`src/rtl/crc_field_pkg.sv`:
```
// rtl/crc_field_pkg.sv - shared CAN frame constants, CRC FSM state type and CRC-15 step function
package crc_field_pkg;

  localparam int          CAN_CRC_WIDTH = 15;
  localparam logic [14:0] CAN_CRC_POLY  = 15'h4599;

  typedef enum logic [2:0] {
    IDLE           = 3'd0,
    ACCUMULATE     = 3'd1,
    TRANSMIT_CRC   = 3'd2,
    TRANSMIT_DELIM = 3'd3,
    COMPLETE       = 3'd4
  } crc_state_t;

  // One serial CRC-15 step; receive-side logic folds bits with the same function.
  function automatic logic [14:0] crc15_next(input logic [14:0] crc, input logic b);
    logic nxt;
    nxt = b ^ crc[14];
    return {crc[13:0], 1'b0} ^ (nxt ? CAN_CRC_POLY : 15'h0);
  endfunction

endpackage

```
`src/rtl/crc_field_crc15_engine.sv`:
```
// rtl/crc_field_crc15_engine.sv - serial CRC accumulator with clear, update-enable and freeze
module crc15_engine #(
  parameter int                   W    = 15,
  parameter logic [W-1:0]         POLY = 15'h4599
) (
  input  logic         clock,
  input  logic         reset,
  input  logic         clear,
  input  logic         update,
  input  logic         freeze,
  input  logic         bit_in,
  output logic [W-1:0] crc_next,
  output logic [W-1:0] crc_value
);

  logic [W-1:0] crc_q;
  logic [W-1:0] crc_d;
  logic         nxt;

  always_comb begin
    crc_d = crc_q;
    nxt   = bit_in ^ crc_q[W-1];
    if (clear) begin
      crc_d = '0;
    end else if (update && !freeze) begin
      crc_d = {crc_q[W-2:0], 1'b0} ^ (nxt ? POLY : '0);
    end
  end

  always_ff @(posedge clock or posedge reset) begin
    if (reset) crc_q <= '0;
    else       crc_q <= crc_d;
  end

  // Exposed so the transmitter can snapshot a bit folded in the same cycle.
  assign crc_next  = crc_d;
  assign crc_value = crc_q;

endmodule

```
`src/rtl/crc_field.sv`:
```
// rtl/crc_field.sv - CAN CRC-15 field transmitter; readback comparator under CRC_CHECK_EN
module crc_field
  import crc_field_pkg::*;
#(
  parameter int                     CRC_WIDTH = CAN_CRC_WIDTH,
  parameter logic [CRC_WIDTH-1:0]   CRC_POLY  = CAN_CRC_POLY
) (
  input  logic                 clock,
  input  logic                 reset,
  input  logic                 enable,
  input  logic                 sample_point,
  input  logic                 frame_start,
  input  logic                 bit_in,
  input  logic                 bit_in_valid,
  input  logic                 data_complete,
  input  logic                 rx_bit,
  output logic                 crc_bit,
  output logic [3:0]           bit_counter,
  output logic [CRC_WIDTH-1:0] crc_value,
  output logic                 crc_complete,
  output logic                 crc_error
);

  crc_state_t           state_q, state_d;
  logic [CRC_WIDTH-1:0] shift_q, shift_d;
  logic [3:0]           cnt_q, cnt_d;
  logic                 complete_q, complete_d;
  logic [CRC_WIDTH-1:0] crc_next;
  logic                 crc_clear;

  assign crc_clear = !enable || frame_start;

  crc15_engine #(
    .W    (CRC_WIDTH),
    .POLY (CRC_POLY)
  ) u_engine (
    .clock     (clock),
    .reset     (reset),
    .clear     (crc_clear),
    .update    (sample_point && bit_in_valid),
    .freeze    (state_q != ACCUMULATE),
    .bit_in    (bit_in),
    .crc_next  (crc_next),
    .crc_value (crc_value)
  );

  always_comb begin
    state_d    = state_q;
    shift_d    = shift_q;
    cnt_d      = cnt_q;
    complete_d = complete_q;
    if (!enable) begin
      state_d    = IDLE;
      shift_d    = '0;
      cnt_d      = 4'd0;
      complete_d = 1'b0;
    end else if (frame_start) begin
      state_d    = ACCUMULATE;
      shift_d    = '0;
      cnt_d      = 4'd0;
      complete_d = 1'b0;
    end else begin
      case (state_q)
        ACCUMULATE: begin
          if (data_complete) begin
            state_d = TRANSMIT_CRC;
            shift_d = crc_next;
          end
        end
        TRANSMIT_CRC: begin
          if (sample_point) begin
            shift_d = {shift_q[CRC_WIDTH-2:0], 1'b0};
            cnt_d   = cnt_q + 4'd1;
            if (cnt_q == 4'd14) state_d = TRANSMIT_DELIM;
          end
        end
        TRANSMIT_DELIM: begin
          if (sample_point) begin
            state_d    = COMPLETE;
            complete_d = 1'b1;
          end
        end
        COMPLETE: ;
        default:  state_d = IDLE;
      endcase
    end
  end

  always_ff @(posedge clock or posedge reset) begin
    if (reset) begin
      state_q    <= IDLE;
      shift_q    <= '0;
      cnt_q      <= 4'd0;
      complete_q <= 1'b0;
    end else begin
      state_q    <= state_d;
      shift_q    <= shift_d;
      cnt_q      <= cnt_d;
      complete_q <= complete_d;
    end
  end

  assign crc_bit      = (state_q == TRANSMIT_CRC) ? shift_q[CRC_WIDTH-1] : 1'b1;
  assign bit_counter  = cnt_q;
  assign crc_complete = complete_q;

`ifdef CRC_CHECK_EN
  logic error_q, error_d;

  always_comb begin
    error_d = error_q;
    if (crc_clear) begin
      error_d = 1'b0;
    end else if (sample_point && (rx_bit != crc_bit) &&
                 (state_q == TRANSMIT_CRC || state_q == TRANSMIT_DELIM)) begin
      error_d = 1'b1;
    end
  end

  always_ff @(posedge clock or posedge reset) begin
    if (reset) error_q <= 1'b0;
    else       error_q <= error_d;
  end

  assign crc_error = error_q;
`else
  logic unused_rx_bit;
  assign unused_rx_bit = rx_bit;
  assign crc_error     = 1'b0;
`endif

endmodule

```
`config.mk`:
```
export PLATFORM = sky130hd
export DESIGN_NAME = crc_field
export DESIGN_NICKNAME = d
export VERILOG_FILES = /design/src/rtl/crc_field_pkg.sv /design/src/rtl/crc_field_crc15_engine.sv /design/src/rtl/crc_field.sv
export SDC_FILE = /design/constraint.sdc
export NUM_CORES = 1
export LEC_CHECK = 0
export CELL_PAD_IN_SITES_DETAIL_PLACEMENT = 0
export CELL_PAD_IN_SITES_GLOBAL_PLACEMENT = 1
export CORE_MARGIN = 1
export CORE_UTILIZATION = 39
export CTS_BUF_LIST = sky130_fd_sc_hd__clkbuf_4 sky130_fd_sc_hd__clkbuf_8
export DETAILED_ROUTE_END_ITERATION = 7
export GPL_ROUTABILITY_DRIVEN = 0
export PLACE_DENSITY_LB_ADDON = 0.1
export SLEW_MARGIN = 20
export SYNTH_ARGS = -nofsm -noshare
export SYNTH_HDL_FRONTEND = slang
export SYNTH_SLANG_ARGS = --single-unit
```
`constraint.sdc`:
```
create_clock -name clock -period 1.75 [get_ports clock]
set_input_delay 0.2625 -clock clock [delete_from_list [all_inputs] [get_ports clock]]
set_output_delay 0.2625 -clock clock [all_outputs]
set_load 0.03 [all_outputs]
```
==> results of run 1 <==
## cell usage in the layout (no fill, tap or decap), types with 2 or more instances in the layout
cell type / instances
dfrtp_1: 38
nand2_1: 31
a21oi_1: 25
clkdlybuf4s50_1: 25
buf_4: 18
nor2_1: 15
xnor2_1: 8
a22oi_2: 7
mux2_4: 6
o22ai_1: 5
clkbuf_8: 5
mux2i_1: 4
nand2b_1: 3
a22oi_1: 3
buf_12: 3
nand3b_1: 2
a32oi_1: 2
nor3b_1: 2
a211oi_1: 2
xor2_1: 2
inv_1: 2
nor3_1: 2
nor3b_2: 2
mux2_2: 2
ha_1: 2
## where the power goes
group | total [mW] | internal [mW] | leakage (nW) | switching (mW)
clock network | 0.621 | 0.297 | 0.0486 | 0.324
registers | 0.886 | 0.882 | 0.529 | 0.00426
logic | 0.181 | 0.0782 | 0.473 | 0.103
## worst paths after layout
path | startpoint | endpoint | depth (start not counted)
max in group asynchronous | reset | shift_q[5] | 3
setup / recovery | u_engine.crc_value[3] | crc_value[3] | 1
hold reg to reg | crc_complete | crc_complete | 2
setup reg to reg | state_q[0] | bit_counter[3] | 6
hold / removal | reset | crc_complete | 3
min in group clock | crc_complete | crc_complete | 2
## flip-flops by register name, indices dropped and copies added (netlist names)
signal	cells
shift_q	15
u_engine.crc_value	15
bit_counter	4
state_q	3
crc_complete	1
## routing by layer
metal	global-route usage, %	up-vias	wire (µm)
li1	-	758	-
met1	26.0	735	2330
met2	29.4	32	2030
met4	6.29	0	54
met3	4.20	5	152
met5	0	-	0
## cell type report
type | instances | area, µm²
flip-flops and latches | 38 | 951
inverters | 2 | 7.51
multi-input cells | 141 | 982
well taps | 67 | 83.8
repair buffers | 49 | 478
fillers | 455 | 2290
clock buffers | 6 | 76.3
clock inverters | 2 | 13.8
## kinds of logic (layout without fill, tap and decap cells)
| kind of cell | after synthesis | count (layout) | synth area share (%) |
|---|---|---|---|
| AND/OR/NAND/NOR | 69 | 69 | 17.3 |
| AO/OA/AOI/OAI | 46 | 46 | 15.4 |
| flip-flops | 38 | 38 | 46.7 |
| buffers and inverters | 16 | 59 | 6.08 |
| multiplexers | 12 | 12 | 7.49 |
| XOR/XNOR | 11 | 11 | 5.65 |
| adder cells (fa/ha/maj) | 2 | 2 | 1.23 |
| other | 1 | 1 | 0.184 |
==> results.yml, run 1 <==
outcome:
  status: "completed"
logic_synthesis:
  syn_avg_cell_area_um2: 10.5
  syn-instance-count: 195
  syn_area_um2: 2040
  ys_warn_count: 0
  syn-num-nets: 206
  yosysTopAreaCell: "dfrtp_1"
  synth-edff-count: 0
  synth.most_common_cell: "dfrtp_1"
  yosysUniqueCellTypes: 40
  seq_area_frac_synth_pct: 46.7
  async_flop_share_pct: 100
  ys_ff_latch: 38
  ys.flop_type: "dfrtp_1"
  synth_top_area_share_pct: 46.7
  ys_top_cells_by_area: "dfrtp_1 (47%), a21oi_1 (6.1%), nand2_1 (5.7%), mux2_4 (4.4%), a22oi_2 (4.3%)"
  ys_top_cells_by_count: "dfrtp_1 (38), nand2_1 (31), a21oi_1 (25)"
global_route:
  grt_pass1_wl_mm: 7.72
  grt.overflow.total: 0
  grt_max_degree: 39
  grt_pass1_vias: 1563
  antenna_found_initial: 0
  grtUsageTotal_pct: 18.8
sta:
  maxSlewViolCount: 0
  min_period_ns: 1.70
  hold_violations: 0
  fin_ws_ns: 0.0483
  finClkSkew_ns: 0.0130
  fin_crit_sh_pct: 97.2
  hold-worst-slack_ns: 0.378
  rsz0062_at_grt: "false"
  setup_tns_ns: 0
  final-setup-viol-count: 0
  fmax_mhz: 588
cts:
  post_cts_buffers: 0
  clock_latency_ns: 0.29
  cts_made_buffers: 5
  root_buffer: "clkbuf_8"
  clock_path_buffers: 2
  cts_sinks: 38
  cts_resized: 9
  h-tree-depth: 2
  clkSlewWorstSetupHoldPaths_ns: 0.08
  hold_buffers: 0
  cts_tree: "built"
route:
  wirelength_mm: 4.57
  drc: 0
  drt_iter0_markers: 63
  ant_nets: 0
  viasPerCell: 5.02
  wl_per_cell_um: 15.0
  num_vias: 1530
  first_pass_iters: 4
setup_path:
  cp.required_ns: 1.49
  cp_num_buf_inv: 1
  cp_cell_sequence: "clkdlybuf4s50_1"
  slowest_stage: "clkdlybuf4s50_1"
  crit_family: "buffers and inverters"
  critPathArrivalTime_ns: 1.44
  path_class: "flip-flop to output pin"
  crit_path_end_kind: "output pin"
  start_kind: "flip-flop"
  crit_fanout: 4
  r2r_setup_slack_ns: 0.14
  cpPeakStageDelay_ns: 0.71
power_and_ir_drop:
  power_density_nw_per_um2: 651
  fin_total_pwr_mw: 1.69
  p_leak_nw: 1.05
  ir_drop_mv: 0.363
final_layout:
  antennaDiodeCount: 0
  drive_gt1_share_pct: 22.3
  fin_nets: 248
  syn_to_final_growth_pct: 27.2
  fin_util_pct: 53.1
  final_cells: 305
  design_area_um2: 2590
floorplan:
  pin_count: 31
  die_h_um: 74.3
  rows: 25
  die_w_um: 74.3
  dieArea_um2: 5520
  initial_core_util_pct: 41.8
  core_area_um2: 4880
placed_design:
  portBuffers: 28
  pre_cts_ws_ns: -0.134
  hpwl_mm: 3.24
  placedInstanceArea_um2: 2500
  place_inst: 297
hold_path:
  hp-class: "input port to async pin"
job:
  cap_violations: 0
Power figures use the tool's default switching activity.
==> run 2, diff against run 1 <==
--- a/config.mk
+++ b/config.mk
@@ -16,4 +16,5 @@
 export SLEW_MARGIN = 20
 export SYNTH_ARGS = -nofsm -noshare
 export SYNTH_HDL_FRONTEND = slang
+export SYNTH_HIERARCHICAL = 1
 export SYNTH_SLANG_ARGS = --single-unit
==> constraint.sdc (replaced) <==
create_clock -name clock -period 2.2 [get_ports clock]
set_input_delay 0.33 -clock clock [delete_from_list [all_inputs] [get_ports clock]]
set_output_delay 0.33 -clock clock [all_outputs]
set_load 0.03 [all_outputs]
==> results.yml, run 2 <==
setup_path:
  cp_num_buf_inv: 2
  path_depth: 4
  cpPeakStageDelay_ns: 0.59
  timing.rr.start: "state_q[2]"
  worstRegToRegCells: 7
  startpoint: "state_q[2]"
  crit_fanout: 9
  crit_family: "buffers and inverters"
  slowest_stage: "clkdlybuf4s50_1"
  cp_cell_sequence: "buf_4 > nor3b_2 > nand2b_1 > clkdlybuf4s50_1"
  cp.required_ns: 1.87
  path_class: "flip-flop to output pin"
  crit_path_end_kind: "output pin"
  critPathArrivalTime_ns: 1.78
  start_kind: "flip-flop"
cts:
  clkSlewWorstSetupHoldPaths_ns: 0.07
  clock_path_buffers: 2
  post_cts_buffers: 0
  cts_tree: "built"
  cts_sinks: 38
  root_buffer: "clkbuf_8"
  clock_latency_ns: 0.29
  h-tree-depth: 2
  cts_made_buffers: 5
sta:
  setup_tns_ns: 0
  finClkSkew_ns: 0.00707
  maxSlewViolCount: 0
  final-setup-viol-count: 0
  rsz0062_at_grt: "false"
  relSlewSlack_pct: 45.7
  hold_violations: 0
  fin_crit_sh_pct: 95.9
  min_period_ns: 2.11
  fmax_mhz: 474
  tightest_slew_ns: 0.809
global_route:
  grtUsageTotal_pct: 18.1
  grt_pass1_wl_mm: 7.58
  grt.overflow.total: 0
  antenna_found_initial: 0
  grt_max_degree: 24
  grt_pass1_vias: 1565
placed_design:
  hpwl_mm: 3.28
  portBuffers: 28
  placedInstanceArea_um2: 2480
route:
  wl_per_cell_um: 14.9
  ant_nets: 0
  viasPerCell: 5.32
  drt_iter0_markers: 82
  first_pass_iters: 4
  drc: 0
  wirelength_mm: 4.56
  num_vias: 1627
power_and_ir_drop:
  switchingPower_mw: 0.329
  p_seq_share_pct: 53.1
  intPower_mw: 1.02
  switching_share_pct: 24.4
  p_leak_nw: 0.997
  clkPwrFrac_pct: 35.1
  combinationalPowerShare_pct: 11.9
  ir_drop_mv: 0.225
  fin_total_pwr_mw: 1.35
  power_density_nw_per_um2: 520
outcome:
  status: "completed"
logic_synthesis:
  seq_area_frac_synth_pct: 44.8
  ys_ff_latch: 38
  syn-instance-count: 204
  async_flop_share_pct: 100
  synth-edff-count: 0
  synth.most_common_cell: "dfrtp_1"
  ys_top_cells_by_area: "dfrtp_1 (45%), mux2i_1 (6.6%), a211oi_2 (6.5%), nand2_1 (3.5%), nor3_1 (3.5%)"
  syn_area_um2: 2120
  ys_warn_count: 6
  ys_top_cells_by_count: "dfrtp_1 (38), nand2_1 (20), nor3_1 (15)"
  synth_top_area_share_pct: 44.8
  syn-num-nets: 215
  syn_avg_cell_area_um2: 10.4
  yosysTopAreaCell: "dfrtp_1"
  yosysUniqueCellTypes: 43
  ys.flop_type: "dfrtp_1"
floorplan:
  die_w_um: 75.8
  core_area_um2: 5170
  dieArea_um2: 5740
  initial_core_util_pct: 41.0
  pin_count: 31
  rows: 26
  die_h_um: 75.8
hold_path:
  hp-class: "input port to async pin"
final_layout:
  final_common_cell: "dfrtp_1"
  fin_nets: 247
  fillers: 493
  antennaDiodeCount: 0
  design_area_um2: 2590
  drive_gt1_share_pct: 18.6
  fin_util_pct: 50.1
  layout_common_cells: "dfrtp_1 (38), clkdlybuf4s50_1 (28), nand2_1 (20)"
  syn_to_final_growth_pct: 22.1
job:
  cap_violations: 0
==> run 2: layout make-up <==
cell class	count	area, µm²	share of cell area [%]
Multi-Input combinational cell	140	1020	39.3
Inverter	5	18.8	0.725
Sequential cell	38	951	36.7
Tap cell	70	87.6	3.38
Clock buffer	7	83.8	3.24
Timing Repair Buffer	46	432	16.7
==> run 2: power by group through the flow <==
stage | Clock, mW | Sequential [mW] | Combinational (mW)
finish | 0.472 | 0.715 | 0.160
global route | 0.519 | 0.716 | 0.177
CTS | 0.494 | 0.715 | 0.159
detailed placement | 0 | 0.728 | 0.159
global placement | 0 | 0.728 | 0.155
floorplan | 0 | 0.731 | 0.108
==> run 2: cell families (layout without fill, tap and decap cells) <==
| logic type | count (synthesis) | in the layout | synth area share, % |
|---|---|---|---|
| other | 1 | 1 | 0.177 |
| xor gates and xnor gates | 3 | 3 | 1.24 |
| muxes | 14 | 14 | 6.60 |
| buffers and inverters | 26 | 58 | 8.73 |
| AOI/OAI and AO/OA | 39 | 39 | 14.4 |
| DFF | 38 | 38 | 44.8 |
| adders and majority gates | 2 | 2 | 1.18 |
| and+or+nand+nor | 81 | 81 | 22.8 |
==> run 2: timing repair <==
action	4_1_cts	5_1_grt
endpoints found under the setup margin	1	8
pin swaps	1	0
gates resized for setup	0	6
hold buffers	0	0
==> run 2: stage by stage <==
step | worst slack [ns] | hold WS [ns] | cells
after global routing | 0.00304 | 0.475 | 306
after floorplan | 0.0763 | 0.231 | 204
after CTS | 0.00969 | 0.436 | 306
final | 0.0902 | 0.426 | 306
after global placement | -0.0152 | 0.489 | 299
after detailed placement | -0.0857 | 0.493 | 299
==> run 2: final timing paths <==
check	to	slack [ns]
hold reg to reg	crc_complete	0.51
setup / recovery	crc_bit	0.09
min in group clock	crc_complete	0.51
setup reg to reg	shift_q[7]	0.12
hold / removal	shift_q[9]	0.43
max in group asynchronous	u_engine/crc_value[14]	1.37
==> run 2: metal layers <==
| layer | vias to the layer above | GRT usage, % | wire, µm |
|---|---|---|---|
| met5 | - | 0 | 0 |
| met2 | 27 | 29.1 | 2140 |
| met3 | 6 | 3.97 | 138 |
| li1 | 798 | - | - |
| met4 | 0 | 6.17 | 67 |
| met1 | 796 | 24.1 | 2220 |
==> run 2: worst reg2reg max path, delay by kind of cell (launching register included) <==
| family | cells | cell delay [ns] |
|---|---|---|
| buffers and inverters | 1 | 0.15 |
| multiplexers | 1 | 0.08 |
| AO/OA/AOI/OAI | 1 | 0.24 |
| AND/OR/NAND/NOR | 4 | 1.16 |
| flip-flops | 1 | 0.38 |
